**src/rtl/vx_elastic_buffer.sv**
```systemverilog
// vx_elastic_buffer
//   Elastic buffer for a valid/ready stream with configurable depth. Absorbs
//   several cycles of downstream backpressure and cuts every combinational
//   path between the upstream and downstream handshakes. It reports occupancy
//   and an almost-full flag, and it supports a synchronous flush.
//
// Parameters
//   DATAW    payload width in bits (>=1)
//   SIZE     storage depth in entries (power of two, >=2)
//   ALM_FULL alm_full threshold, 1..SIZE
//   PASSTHRU 1 = wires only; clk, reset and flush are ignored
//   SIZEW    width of the size output
//
// Ports
//   clk        clock, rising edge
//   reset      asynchronous active-high reset (clears pointers and count)
//   flush      synchronous clear of all buffered entries (wins over push/pop)
//   valid_in   upstream valid
//   ready_in   upstream ready (space available)
//   data_in    upstream payload
//   valid_out  downstream valid (buffer not empty)
//   ready_out  downstream ready
//   data_out   payload at head of buffer
//   size       current occupancy, 0..SIZE
//   alm_full   occupancy >= ALM_FULL
//
// Handshake: a beat transfers on a rising edge where valid and ready are both
// high. The producer holds valid/data stable until the transfer. valid_out,
// data_out and ready_in come from registers only. They never depend
// combinationally on valid_in, data_in or ready_out.
module vx_elastic_buffer #(
    parameter int DATAW    = 1,
    parameter int SIZE     = 4,
    parameter int ALM_FULL = SIZE - 1,
    parameter int PASSTHRU = 0,
    parameter int SIZEW    = $clog2(SIZE + 1)
) (
    input  logic             clk,
    input  logic             reset,
    input  logic             flush,
    input  logic             valid_in,
    output logic             ready_in,
    input  logic [DATAW-1:0] data_in,
    output logic             valid_out,
    input  logic             ready_out,
    output logic [DATAW-1:0] data_out,
    output logic [SIZEW-1:0] size,
    output logic             alm_full
);

    if (PASSTHRU != 0) begin : g_passthru

        logic unused_ok;
        assign unused_ok = &{1'b0, clk, reset, flush};

        assign valid_out = valid_in;
        assign data_out  = data_in;
        assign ready_in  = ready_out;
        assign size      = '0;
        assign alm_full  = 1'b0;

    end else begin : g_buffer

        localparam int ADDRW = $clog2(SIZE);

        logic [DATAW-1:0] mem [SIZE];
        logic [ADDRW-1:0] wr_ptr;
        logic [ADDRW-1:0] rd_ptr;
        logic [SIZEW-1:0] count;
        logic             push;
        logic             pop;

        assign push = valid_in && ready_in;
        assign pop  = valid_out && ready_out;

        // Pointers wrap naturally because SIZE is a power of two.
        always_ff @(posedge clk or posedge reset) begin
            if (reset) begin
                wr_ptr <= '0;
                rd_ptr <= '0;
                count  <= '0;
            end else if (flush) begin
                wr_ptr <= '0;
                rd_ptr <= '0;
                count  <= '0;
            end else begin
                if (push) begin
                    wr_ptr <= wr_ptr + ADDRW'(1);
                end
                if (pop) begin
                    rd_ptr <= rd_ptr + ADDRW'(1);
                end
                if (push && !pop) begin
                    count <= count + SIZEW'(1);
                end else if (pop && !push) begin
                    count <= count - SIZEW'(1);
                end
            end
        end

        // Storage is not reset. A push that coincides with flush is dropped.
        always_ff @(posedge clk) begin
            if (push && !flush) begin
                mem[wr_ptr] <= data_in;
            end
        end

        assign ready_in  = (count != SIZEW'(SIZE));
        assign valid_out = (count != '0);
        assign data_out  = mem[rd_ptr];
        assign size      = count;
        assign alm_full  = (count >= SIZEW'(ALM_FULL));

        a_no_push_full : assert property (
            @(posedge clk) disable iff (reset) !(push && count == SIZEW'(SIZE)));
        a_no_pop_empty : assert property (
            @(posedge clk) disable iff (reset) !(pop && count == '0));

    end

endmodule

```
**config.mk**
```make
export PLATFORM = sky130hd
export DESIGN_NAME = vx_elastic_buffer
export DESIGN_NICKNAME = d
export VERILOG_FILES = /design/src/rtl/vx_elastic_buffer.sv
export SDC_FILE = /design/constraint.sdc
export NUM_CORES = 1
export LEC_CHECK = 0
export ABC_AREA = 1
export ABC_CLOCK_PERIOD_IN_PS = 5500
export BUFFER_PORTS_ARGS = -buffer_cell sky130_fd_sc_hd__buf_2
export CAP_MARGIN = 15
export CORE_MARGIN = 2
export CORE_UTILIZATION = 48
export CTS_CLUSTER_DIAMETER = 150
export DETAILED_ROUTE_END_ITERATION = 12
export GPL_ROUTABILITY_DRIVEN = 0
export PLACE_DENSITY_LB_ADDON = 0.25
export SYNTH_ARGS = -nofsm -noshare
export SYNTH_HDL_FRONTEND = slang
export SYNTH_SLANG_ARGS = --single-unit
```
**constraint.sdc**
```tcl
create_clock -name clk -period 5.5 [get_ports clk]
set_clock_uncertainty 0.1 [all_clocks]
set_input_delay 0.55 -clock clk [delete_from_list [all_inputs] [get_ports clk]]
set_output_delay 0.55 -clock clk [all_outputs]
set_load 0.05 [all_outputs]
```
==> run_results.csv <==
group,metric,value,unit
pwr,clkPwrFrac,0.114,
drt,drt_first_pass_iters,4,
yosys,synth_common_cells,"inv_1, nand2_1, dfrtp_1, nor2_1, o21ai_0",
clock_network,worstSkewPairLatency,0.26,ns
clock_network,clock_path_buffers,2,
global_routing,grt_max_degree,10,
setup_path,path_cells,"inv_1, nand2_2, nand2_4, nand2_4, inv_1, fa_1, xnor2_1, inv_1, nand2_1, nand2_1, nand3_1, nand2_1",
setup_path,cp_data_required_time,5.56,ns
setup_path,critPathCaptureType,"register",
yosys,ys.flop_type,"dfrtp_1",
setup_path,reg2reg_slack,3.58,ns
clock_network,cts-root-buf,"clkbuf_4",
finish,utilization,0.5952,
clock_network,cts_sinks,11,
drt,wl_per_cell,9.806,um
yosys,async_reset_ff_frac,0.6364,
yosys,synth_area_leader_cell,"dfrtp_1",
yosys,syn_inst,77,
finish,nFillCells,125,
floorplanning,start_util,0.5144,
finish,drive_above_1_share,0.2581,
yosys,syn_area,669.4,um2
setup_path,r2r_cells,12,
timing,slew_headroom,0.8056,
floorplanning,fp-row-count,13,
pwr,seq_power_share,0.269,
global_routing,grt_usage,0.1543,
drt,wl,1.059,mm
clock_network,cts_tree,"yes",
clock_network,cts.hold.buffers_added,0,
drt,drtIter0Drc,8,
setup_path,worst-path-stages,12,
clock_network,cts_resized,0,
drt,vias_per_cell,4.741,
finish,nets,105,
setup_path,cp-startpoint,"size[2]",
timing,fin_crit_sh,0.3492,
floorplanning,die_h,41.35,um
yosys,syn_area_per_cell,8.693,um2
timing,hold_viol,0,
drt,post-route-drc-count,0,
pwr,vdd_ir_drop_max,348.1,uV
pwr,p_int,212.7,uW
yosys,ys_seq_area_frac,0.4411,
yosys,synth_area_leaders,"dfrtp_1, edfxtp_1, inv_1, nand2_1, ha_1",
clock_network,clk_pin_slew,0.07,ns
timing,min_period,1.921,ns
timing,fin_worst_hold_slack,0.1063,ns
yosys,yosys.cell_count.top_type,"inv_1",
setup_path,max_stage_delay,0.46,ns
pwr,switchingPower,259.0,uW
setup_path,rr_startpoint,"size[2]",
setup_path,critPathLaunchType,"register",
setup_path,worst-path-buf-inv,3,
pwr,power,471.7,uW
finish,n_antenna_cell,0,
clock_network,htree_levels,1,
placed_design,place.detailed.hpwl,886.2,um
yosys,synth-seq-cells,11,
flow_run,maxCapViolCount,0,
yosys,yosysUniqueCellTypes,19,
timing,tightest_slew,0.2916,ns
finish,syn_to_final_growth,15.70,%
timing,rsz0062_at_grt,"no",
yosys,synth_edf_count,4,
global_routing,grt-ovfl-total,0,
floorplanning,die_w,41.35,um
global_routing,grt_pass1_wl,1.690,mm
timing,maxSlewViolCount,0,
placed_design,portBuffers,12,
clock_network,numCtsBuffers,3,
yosys,yosysTopAreaCellShare,0.2617,
floorplanning,dieArea,1709,um2
worst_hold_path,hold_class,"in -> async",
global_routing,grt_pass1_vias,410,
setup_path,timing.critical_path.to,"size[2]",
pwr,power_frac_comb,0.617,
pwr,power_leakage,0.0003922,uW
drt,vias,512,
pwr,p_sw_frac,0.5491,
setup_path,critPathMaxFanout,6,
timing,finalSetupViolCount,0,
floorplanning,ios,13,
setup_path,path_delay_family,"simple AND/OR/NAND/NOR gates",
clock_network,postCtsSetupBuffers,0,
timing,max_freq,520.6,MHz
floorplanning,core,1301,um2
setup_path,crit_slowest_cell,"dfrtp_1",
yosys,synth_fp_nets,88,
setup_path,worstSetupPathType,"reg -> reg",
global_routing,grt_antenna_before_repair,0,
drt,antenna_left,0,
run_status,outcome,"complete, no violations",
pwr,power-per-cell-area,609.0,nW/um2
yosys,ys_warn_count,0,
setup_path,crit_arrival,1.98,ns
setup_path,r2r_end,"size[2]",
timing,setup_tns,0,ns
[registers in the layout (all words and copies together), names as in the netlist]
register,flops
g_buffer.mem,4
g_buffer.rd_ptr,2
g_buffer.wr_ptr,2
size,3
[worst register-to-register path, cell delays in order, from the launching register on]
cell,delay [ns]
dfrtp_1,0.46
inv_1,0.10
nand2_2,0.10
nand2_4,0.07
nand2_4,0.09
inv_1,0.05
fa_1,0.38
xnor2_1,0.19
inv_1,0.06
nand2_1,0.06
nand2_1,0.04
nand3_1,0.06
nand2_1,0.05
[through the flow]
stage               setup slack, ns  std cells  area (um2)
floorplan                     2.868         77       669.4
global placement              3.555        104       748.2
detailed placement            3.521        104       748.2
CTS                           3.585        108       774.5
global route                  3.441        108       774.5
finish                        3.579        108       774.5
[cells in the final DEF (no fill, tap or decap), drive strengths merged]
cell type,count
nand2,19
inv,16
buf,12
nor2,8
dfrtp,7
o21ai,6
nand3,5
ha,4
edfxtp,4
clkbuf,4
a21oi,3
clkinv,1
nand3b,1
o22ai,1
xnor2,1
fa,1
[power groups by stage]
stage | sequential [uW] | combinational (uW) | clock [uW]
finish | 127 | 291 | 53.7
global route | 130 | 316 | 58.6
floorplan | 163 | 200 | 0
CTS | 127 | 294 | 54.6
global placement | 128 | 288 | 0
detailed placement | 128 | 293 | 0
[layer usage]
metal	GRT usage	part of all wire
met5	0	0
met4	0.02419	0
met3	0.06383	0.058
met2	0.2188	0.46
met1	0.2230	0.48
[worst min path at each step]
| stage | start | endpoint |
|---|---|---|
| after detailed placement | reset | g_buffer.rd_ptr[1] |
| after floorplan | reset | g_buffer.rd_ptr[0] |
| final | reset | size[2] |
| after global placement | reset | g_buffer.rd_ptr[1] |
| after global routing | reset | size[2] |
| after CTS | reset | size[2] |
[area by class of cell]
type	count	area [um2]	area share
Multi-Input combinational cell	49	310.3	0.4006
Sequential cell	11	295.3	0.3813
Inverter	17	63.81	0.08239
Timing Repair Buffer	12	60.06	0.07754
Clock buffer	4	26.28	0.03393
Tap cell	15	18.77	0.02423
[cell families after synthesis]
| family | share of synthesized area |
|---|---|
| AO/OA/AOI/OAI | 0.08225 |
| buffers and inverters | 0.09531 |
| XOR/XNOR | 0.01309 |
| AND/OR/NAND/NOR | 0.2635 |
| adder cells (fa/ha/maj) | 0.1047 |
| flip-flops | 0.4411 |
Power figures use the tool's default switching activity.
